### src/rtl/bc_buffer_pkg.sv
// rtl/bc_buffer_pkg.sv - shared types and helpers for the ctrl/avoid bidirectional buffer
package bc_buffer_pkg;

    typedef enum logic {
        BC_MODE_BACKPRESSURE = 1'b0,
        BC_MODE_DROP_OLDEST  = 1'b1
    } bc_mode_e;

    localparam int BC_DEFAULT_DEPTH = 16;

    // Occupancy needs one bit more than the pointers so that "full" is representable.
    function automatic int LEVEL_W(input int depth);
        return $clog2(depth) + 1;
    endfunction

    typedef logic [LEVEL_W(BC_DEFAULT_DEPTH)-1:0] bc_level_t;

endpackage

### src/rtl/bc_fifo_ch.sv
// rtl/bc_fifo_ch.sv - one first-word-fall-through channel with registered head, flush and optional drop-oldest
module bc_fifo_ch
    import bc_buffer_pkg::*;
#(
    parameter int       DATA_W    = 16,
    parameter int       DEPTH     = 16,
    parameter int       AF_THRESH = DEPTH - 2,
    parameter bc_mode_e MODE      = BC_MODE_BACKPRESSURE,
    parameter int       CNT_W     = 16
) (
    input  logic                        clk,
    input  logic                        rst_n,
    input  logic                        in_valid_i,
    input  logic [DATA_W-1:0]           in_data_i,
    output logic                        in_rdy_o,
    output logic                        out_valid_o,
    output logic [DATA_W-1:0]           out_data_o,
    input  logic                        out_rdy_i,
    input  logic                        flush_i,
    output logic [LEVEL_W(DEPTH)-1:0]   level_o,
    output logic                        almost_full_o,
    output logic [CNT_W-1:0]            drop_cnt_o
);

    localparam int                PW       = $clog2(DEPTH);
    localparam int                LW       = LEVEL_W(DEPTH);
    localparam logic [LW-1:0]     FULL_LVL = LW'(DEPTH);
    localparam logic [LW-1:0]     AF_LVL   = LW'(AF_THRESH);
    localparam logic [CNT_W-1:0]  CNT_MAX  = '1;
    localparam bit                DROP_EN  = (MODE == BC_MODE_DROP_OLDEST);

    logic [DATA_W-1:0] mem_q [DEPTH];
    logic [PW-1:0]     wr_ptr_q, wr_ptr_d;
    logic [PW-1:0]     rd_ptr_q, rd_ptr_d;
    logic [LW-1:0]     level_q, level_d;
    logic              out_valid_q, out_valid_d;
    logic [DATA_W-1:0] out_data_q, out_data_d;
    logic              af_q, af_d;
    logic              in_rdy_q, in_rdy_d;
    logic [CNT_W-1:0]  drop_cnt_q, drop_cnt_d;

    logic wr_en, rd_en, drop, head_from_in;

    assign wr_en = in_valid_i && in_rdy_q && !flush_i;
    assign rd_en = out_valid_q && out_rdy_i && !flush_i;
    assign drop  = DROP_EN && wr_en && !rd_en && (level_q == FULL_LVL);
    // The write lands in memory at this edge, so a new head that is the incoming word must bypass it.
    assign head_from_in = wr_en && ((level_q == '0) || (rd_en && (level_q == LW'(1))));

    always_comb begin
        wr_ptr_d   = wr_ptr_q;
        rd_ptr_d   = rd_ptr_q;
        level_d    = level_q;
        out_data_d = out_data_q;
        drop_cnt_d = drop_cnt_q;

        if (drop && (drop_cnt_q != CNT_MAX)) begin
            drop_cnt_d = drop_cnt_q + CNT_W'(1);
        end

        if (flush_i) begin
            wr_ptr_d = '0;
            rd_ptr_d = '0;
            level_d  = '0;
        end else begin
            if (wr_en) begin
                wr_ptr_d = wr_ptr_q + PW'(1);
            end
            if (rd_en || drop) begin
                rd_ptr_d = rd_ptr_q + PW'(1);
            end
            if (wr_en && !rd_en && !drop) begin
                level_d = level_q + LW'(1);
            end else if (rd_en && !wr_en) begin
                level_d = level_q - LW'(1);
            end
            if (head_from_in) begin
                out_data_d = in_data_i;
            end else if (level_d != '0) begin
                out_data_d = mem_q[rd_ptr_d];
            end
        end

        out_valid_d = (level_d != '0);
        af_d        = (level_d >= AF_LVL);
        in_rdy_d    = DROP_EN || (level_d < FULL_LVL);
    end

    always_ff @(posedge clk or negedge rst_n) begin
        if (!rst_n) begin
            wr_ptr_q    <= '0;
            rd_ptr_q    <= '0;
            level_q     <= '0;
            out_valid_q <= 1'b0;
            out_data_q  <= '0;
            af_q        <= 1'b0;
            in_rdy_q    <= 1'b0;
            drop_cnt_q  <= '0;
        end else begin
            wr_ptr_q    <= wr_ptr_d;
            rd_ptr_q    <= rd_ptr_d;
            level_q     <= level_d;
            out_valid_q <= out_valid_d;
            out_data_q  <= out_data_d;
            af_q        <= af_d;
            in_rdy_q    <= in_rdy_d;
            drop_cnt_q  <= drop_cnt_d;
        end
    end

    always_ff @(posedge clk) begin
        if (wr_en) begin
            mem_q[wr_ptr_q] <= in_data_i;
        end
    end

    assign in_rdy_o      = in_rdy_q;
    assign out_valid_o   = out_valid_q;
    assign out_data_o    = out_data_q;
    assign level_o       = level_q;
    assign almost_full_o = af_q;
    assign drop_cnt_o    = drop_cnt_q;

endmodule

### src/rtl/bc_buffer_gen2.sv
// rtl/bc_buffer_gen2.sv - two independent FIFO channels between the control and avoidance blocks
module bc_buffer_gen2
    import bc_buffer_pkg::*;
#(
    parameter int DATA_W          = 16,
    parameter int DEPTH           = 16,
    parameter int AF_THRESH       = DEPTH - 2,
    parameter int C2A_DROP_OLDEST = 0,
    parameter int A2C_DROP_OLDEST = 0,
    parameter int CNT_W           = 16
) (
    input  logic                      clk,
    input  logic                      rst,
    input  logic                      ctrl_in_valid,
    input  logic [DATA_W-1:0]         ctrl_in_data,
    output logic                      ctrl_in_rdy,
    output logic                      avoid_out_valid,
    output logic [DATA_W-1:0]         avoid_out_data,
    input  logic                      avoid_out_rdy,
    input  logic                      avoid_in_valid,
    input  logic [DATA_W-1:0]         avoid_in_data,
    output logic                      avoid_in_rdy,
    output logic                      ctrl_out_valid,
    output logic [DATA_W-1:0]         ctrl_out_data,
    input  logic                      ctrl_out_rdy,
    input  logic                      c2a_flush,
    input  logic                      a2c_flush,
    output logic [LEVEL_W(DEPTH)-1:0] c2a_level,
    output logic [LEVEL_W(DEPTH)-1:0] a2c_level,
    output logic                      c2a_almost_full,
    output logic                      a2c_almost_full,
    output logic [CNT_W-1:0]          c2a_drop_cnt,
    output logic [CNT_W-1:0]          a2c_drop_cnt
);

    localparam bc_mode_e C2A_MODE = (C2A_DROP_OLDEST != 0) ? BC_MODE_DROP_OLDEST : BC_MODE_BACKPRESSURE;
    localparam bc_mode_e A2C_MODE = (A2C_DROP_OLDEST != 0) ? BC_MODE_DROP_OLDEST : BC_MODE_BACKPRESSURE;

    bc_fifo_ch #(
        .DATA_W    (DATA_W),
        .DEPTH     (DEPTH),
        .AF_THRESH (AF_THRESH),
        .MODE      (C2A_MODE),
        .CNT_W     (CNT_W)
    ) u_c2a (
        .clk           (clk),
        .rst_n         (rst),
        .in_valid_i    (ctrl_in_valid),
        .in_data_i     (ctrl_in_data),
        .in_rdy_o      (ctrl_in_rdy),
        .out_valid_o   (avoid_out_valid),
        .out_data_o    (avoid_out_data),
        .out_rdy_i     (avoid_out_rdy),
        .flush_i       (c2a_flush),
        .level_o       (c2a_level),
        .almost_full_o (c2a_almost_full),
        .drop_cnt_o    (c2a_drop_cnt)
    );

    bc_fifo_ch #(
        .DATA_W    (DATA_W),
        .DEPTH     (DEPTH),
        .AF_THRESH (AF_THRESH),
        .MODE      (A2C_MODE),
        .CNT_W     (CNT_W)
    ) u_a2c (
        .clk           (clk),
        .rst_n         (rst),
        .in_valid_i    (avoid_in_valid),
        .in_data_i     (avoid_in_data),
        .in_rdy_o      (avoid_in_rdy),
        .out_valid_o   (ctrl_out_valid),
        .out_data_o    (ctrl_out_data),
        .out_rdy_i     (ctrl_out_rdy),
        .flush_i       (a2c_flush),
        .level_o       (a2c_level),
        .almost_full_o (a2c_almost_full),
        .drop_cnt_o    (a2c_drop_cnt)
    );

endmodule

### config.mk
export PLATFORM = sky130hd
export DESIGN_NAME = bc_buffer_gen2
export DESIGN_NICKNAME = d
export VERILOG_FILES = /design/src/rtl/bc_buffer_pkg.sv /design/src/rtl/bc_fifo_ch.sv /design/src/rtl/bc_buffer_gen2.sv
export SDC_FILE = /design/constraint.sdc
export NUM_CORES = 1
export LEC_CHECK = 0
export CAP_MARGIN = 20
export CELL_PAD_IN_SITES_DETAIL_PLACEMENT = 0
export CELL_PAD_IN_SITES_GLOBAL_PLACEMENT = 2
export CORE_MARGIN = 2
export CORE_UTILIZATION = 42
export DETAILED_ROUTE_END_ITERATION = 10
export PLACE_DENSITY_LB_ADDON = 0.1
export SYNTH_ARGS = -nofsm -noshare
export SYNTH_HDL_FRONTEND = slang
export SYNTH_SLANG_ARGS = --single-unit
### constraint.sdc
create_clock -name clk -period 3.3 [get_ports clk]
set_input_delay 0.33 -clock clk [delete_from_list [all_inputs] [get_ports clk]]
set_output_delay 0.33 -clock clk [all_outputs]
set_load 0.01 [all_outputs]
======== Word level (Yosys, flattened, before mapping) ========
Memories as Yosys holds them, arrays and structs flattened.
Index checks and enable logic that the tools add are counted.
cells by class
  magnitude comparators ................... 4
  $add $sub $neg .......................... 8
  equal/unequal tests ..................... 2
  muxes and demuxes ....................... 26
  reductions and logical operators ........ 36
  bitwise gates (word level) .............. 2
operator list
  kind                 count
  $mux 16              4
  $mux 4               10
  $mux 5               8
  $reduce_bool 5->1    4
  $add 4x1->4 const B  4
  $logic_and 1x1->1    16
  $add 5x1->5 const B  2
  $eq 5x1->1 const B   2
  $ge 5x4->1 const B   2
  $logic_not 5->1      2
  $lt 5x5->1 const B   2
  $sub 5x1->5 const B  2
  $reduce_bool 2->1    4
  $logic_not 1->1      6
  $mux 1               4
  $reduce_and 2->1     2
  $logic_or 1x1->1     2
  $not 1->1            2
storage, ports and cells
  bits in registers ....................... 64
  bits of input ports ..................... 40
  bits in writable memories ............... 512
  word-level logic and storage cells ...... 94
  memories ................................ 2
  output and inout port bits .............. 80
memories
  memory       depth  width  rd ports  clocked after memory_dff  wr ports  RTL line          text
  u_a2c.mem_q  16     16     1         0                         1         bc_fifo_ch.sv:32  logic [DATA_W-1:0] mem_q [DEPTH];
  u_c2a.mem_q  16     16     1         0                         1         bc_fifo_ch.sv:32

======== Longest topological paths before layout ========
  word-level depth ........................ 10
  gate-level depth with buffers ........... 11

======== Modules after synthesis ========
Synthesis repeated with hierarchy kept, for this count alone.
unflattened totals
  cells, all modules ...................... 1770
  area, all modules ....................... 25184.2 µm²
modules (own cells, without submodules)
  module      cells each  times used  area each (µm²)  sequential area each (µm²)
  bc_fifo_ch  885         2           12592.1          8488.1

======== Worst setup path after synthesis ========
No wires, ideal clock.
  path kind ............................... reg2reg
  start ................................... register u_a2c.level_q[0] (netlist: u_a2c.level_o[0])
  end ..................................... register u_a2c.out_data_q[10] (netlist: u_a2c.out_data_o[10])
  cell stages (with the launch flop) ...... 10
  path buffers ............................ 1
  data arrival time ....................... 2.299 ns
  data required time ...................... 3.175 ns
  slack ................................... 0.876 ns
  path through ............................ dfrtp_1 inv_1 ha_1 nor3_1 nor3_1 a211oi_1 o2111ai_2 o21bai_4 buf_12 mux2_4
on the way
  word-level cells in the longest chain between the ends .. 7
  elaborated cells between the ends (all ways) .. 14
  classes of those cells .................. add/sub: 2; eq/ne: 1; mux: 4; reduce/logical: 7
RTL lines
  item                                RTL line           text
  from (decl)                         bc_fifo_ch.sv:35   logic [LW-1:0] level_q, level_d;
  from (signal assigned)              bc_fifo_ch.sv:102  level_q <= level_d;
  $sub 5x1->5                         bc_fifo_ch.sv:75   level_d = level_q - LW'(1);
  $mux 5                              bc_fifo_ch.sv:74   end else if (rd_en && !wr_en) begin
  $mux 5                              bc_fifo_ch.sv:72   if (wr_en && !rd_en && !drop) begin
  $mux 5                              bc_fifo_ch.sv:61   if (flush_i) begin
  $reduce_bool 5->1                   bc_fifo_ch.sv:79   end else if (level_d != '0) begin
  $reduce_bool 2->1 (no source line)  --
  $reduce_and 2->1 (no source line)   --
  to (signal assigned)                bc_fifo_ch.sv:104  out_data_q <= out_data_d;
  to (decl)                           bc_fifo_ch.sv:37   logic [DATA_W-1:0] out_data_q, out_data_d;
Parallel ways exist; a longest one is shown, timed or not. The select of a mux whose other input is x is not followed.
A chain may end at the register's enable or synchronous reset.

======== Worst setup path after layout ========
  start ................................... register u_c2a.out_valid_q (netlist: u_c2a.out_valid_o)
  end ..................................... register u_c2a.out_data_q[5] (netlist: u_c2a.out_data_o[5])
on the way
  word-level cells in the longest chain between the ends .. 9
  elaborated cells between the ends (all ways) .. 19
  classes of those cells .................. mux: 7; reduce/logical: 11; memory: 1
RTL lines
  item                                                                   RTL line           text
  from (decl)                                                            bc_fifo_ch.sv:36   logic out_valid_q, out_valid_d;
  from (signal assigned)                                                 bc_fifo_ch.sv:103  out_valid_q <= out_valid_d;
  $logic_and 1x1->1 (*) (2 in series)                                    bc_fifo_ch.sv:45   assign rd_en = out_valid_q && out_rdy_i && !flush_i;
  parallel branches: the longest is 7 deep, another holds $mem_v2 16x16  --
  to (signal assigned)                                                   bc_fifo_ch.sv:104
  to (decl)                                                              bc_fifo_ch.sv:37
Every way passes the cells marked *. The select of a mux whose other input is x is not followed.

==> flow_summary_export.csv <==
group,metric,value,unit
routing,dr_total_vias,15900,
floorplanning,die_h,250,um
place,port_buffers,87,
floorplanning,coreArea,59400,sq um
pwr,p_per_area,605,nW/um^2
timing,worstMarginPinSlew,1.07,ns
floorplanning,io_pins,120,
clocking,cts.path.max_buffers,3,
place,place_area,27500,sq um
global_routing,grt_use_total,0.218,
routing,antenna_left,0,
timing,rsz0062_at_grt,"false",
critical_path,critPathArrivalTime,3.44,ns
critical_path,end_kind,"register",
timing,period_needed,2.93,ns
clocking,numCtsBuffers,61,
routing,drtIter0Drc,1116,
critical_path,startpoint,"u_c2a.out_valid_o",
routing,route.detailed.vias_per_inst,5.80,
timing,setup_tns,0,ns
critical_path,worstSetupPathType,"reg -> reg",
global_routing,grt_pass1_vias,15900,
final_layout,area_growth,16.4,%
yosys,ys_seq_elements,576,
timing,fmax,342,MHz
global_routing,gr-total-overflow,0,
yosys,synth_edf_count,512,
timing,hold_viol_final,0,
final_layout,fillCellCount,5115,
timing,final_max_slew_viol_count,0,
pwr,leakagePower,0.00990,uW
timing,finalSetupViolCount,0,
critical_path,cp.required,3.81,ns
final_layout,regArea,17000,sq um
yosys,yosys_warnings,0,
critical_path,ff2ff_path_depth,8,
global_routing,grt_antenna_before_repair,2,
clocking,insertion_delay,0.63,ns
routing,firstDrtPassIters,5,
clocking,htreeDepth,2,
yosys,ys_seq_area_frac,0.671,
yosys,synth_area,25300,sq um
timing,relSlewSlack,0.284,
pwr,vdd_drop_max,0.000493,V
clocking,cts_setup_buffers,0,
final_layout,fin_cells,2744,
final_layout,multi_input_area,7650,sq um
critical_path,start_kind,"register",
floorplanning,die_area,62300,sq um
critical_path,rr_startpoint,"u_c2a.out_valid_o",
timing,whs,0.354,ns
final_layout,drive_gt1_frac,0.157,
final_layout,fin_nets,1975,
global_routing,grt_pass1_wl,102000,um
place,place.gp.congestion,0.764,
routing,wl,68400,um
yosys,yosysUniqueCellTypes,78,
global_routing,grt_max_degree,108,
yosys,synthFlopType,"edfxtp_1",
yosys,avgSynthCellArea,14.1,sq um
floorplanning,start_util,0.427,
hold_path,hp-class,"in -> async",
critical_path,rrSetupSlack,0.37,ns
yosys,syn_inst,1793,
timing,post-route-period-util,0.887,
run,max_cap_violations,0,
final_layout,postLayoutCellArea,29500,sq um
yosys,ys_async_sr_fraction,0.111,
routing,remaining_drc_errors,0,
timing,fin_skew,0.0173,ns
clocking,clkSinkCount,576,
run_status,status,"complete, no violations",
place,preCtsSetupSlack,0.0984,ns
place,hpwl,38600,um
critical_path,r2r-end,"u_c2a.out_data_o[5]",
routing,avgRoutedWirePerCell,24.9,um
floorplanning,rows,89,
clocking,clk_root_buffer_cell,"clkbuf_16",
place,placedCellCount,2626,
critical_path,path_max_fanout,37,
clocking,cts_tree,"built",
floorplanning,die_x,250,um
timing,setup_ws,0.373,ns
clocking,path_clk_slew,0.06,ns
-- cell type report --
cell class,count,area share
Timing Repair Buffer,186,0.0620
Inverter,17,0.00217
Sequential cell,576,0.576
Tap cell,773,0.0328
Antenna cell,1,0.0000849
Clock buffer,75,0.0539
Clock inverter,41,0.0132
Multi-Input combinational cell,1075,0.260
-- repair_timing --
item,in CTS,in global routing
resized for setup,0,0
hold buffers,1,0
hold endpoints to repair,50,0
-- worst max-delay path by stage --
stage	end	slack [ns]	depth (start not counted)
floorplan	u_a2c.out_data_o[10]	0.88	9
global placement	u_c2a.out_data_o[6]	0.11	9
detailed placement	u_c2a.out_data_o[10]	0.1	9
CTS	u_c2a.out_data_o[5]	0.35	8
global route	u_c2a.out_data_o[4]	0.22	9
finish	u_c2a.out_data_o[5]	0.37	8
-- synth_stat cells, types with 23 or more instances --
library cell  count  area, sq um
dfrtp_1          64         1600
o22ai_1          56          350
a32oi_1          66          578
mux2i_1         124         1240
clkbuf_1         64          240
o32ai_1          56          490
edfxtp_1        512        15400
buf_4            38          285
nand3_1          61          305
nand2_1         213          800
mux2_2           24          270
nor2_1           81          304
nor3_1           64          320
mux4_2           23          518
buf_2            41          205
a21oi_1          25          125
nand4_1          35          219
-- layer usage --
metal  global-route usage  vias up  wire length (um)
met5                    0        -                11
met4               0.0671        2              1790
met3               0.0259      110              2640
met2                0.397      380             35900
met1                0.270     8212             28000
li1                     -     7223                 -
-- worst max-delay path, cell delays in order (launching register included) --
cell and delay, ns:
dfrtp_1 0.49, and3b_1 0.29, xnor2_2 0.83, buf_12 0.32
mux2i_1 0.21, a32oi_1 0.07, a32oi_1 0.25, nand2_1 0.08
mux2_2 0.26
-- flip-flops by register name, summed over array words and instances, names as in the netlist, 5 cells and up --
register and cells:
u_c2a.level_o 5, u_a2c.level_o 5, u_c2a.mem_q 256, u_a2c.mem_q 256, u_c2a.out_data_o 16, u_a2c.out_data_o 16
-- power by group --
| group | internal (uW) | total [uW] | leakage [uW] | switching, uW |
|---|---|---|---|---|
| Sequential | 8220 | 8450 | 0.00541 | 230 |
| Clock | 3890 | 6770 | 0.000950 | 2880 |
| Combinational | 1210 | 2610 | 0.00354 | 1400 |
-- cell families (layout without fill, tap and decap cells) --
kind of cell               count (synthesis)  after routing  share of synthesized area
DFF                                      576            576                      0.671
xor gates and xnor gates                  20             20                    0.00840
AOI/OAI and AO/OA                        319            319                     0.0974
adders and majority gates                 18             18                    0.00890
buffers and inverters                    173            319                     0.0365
and+or+nand+nor                          506            506                     0.0926
muxes                                    180            180                     0.0855
other                                      1             33                   0.000148
-- cells in the final DEF (no fill, tap or decap), drive strengths merged, types with 9 or more instances in the layout --
cell and n:
conb 32, nand3 62, inv 17, buf 99, o32ai 59, a32oi 66, a21oi 25, o21ai 32
a2111oi 16, ha 18, nor2 81, and2 20, clkbuf 75, nor3 66, clkinv 29, mux4 23
edfxtp 512, dfrtp 64, xnor2 11, nand4 35, o22ai 57, mux2i 124, a31oi 22, o22a 16
mux2 33, clkdlybuf4s50 86, nand2 215, xor2 9
-- metrics by stage --
step	total power, uW	utilization
6_report	17800	0.496
3_3_place_gp	11200	0.463
5_1_grt	18500	0.496
3_5_place_dp	11200	0.463
4_1_cts	18000	0.496
2_1_floorplan	10000	-
No activity file was read; power rests on OpenSTA's default activity.
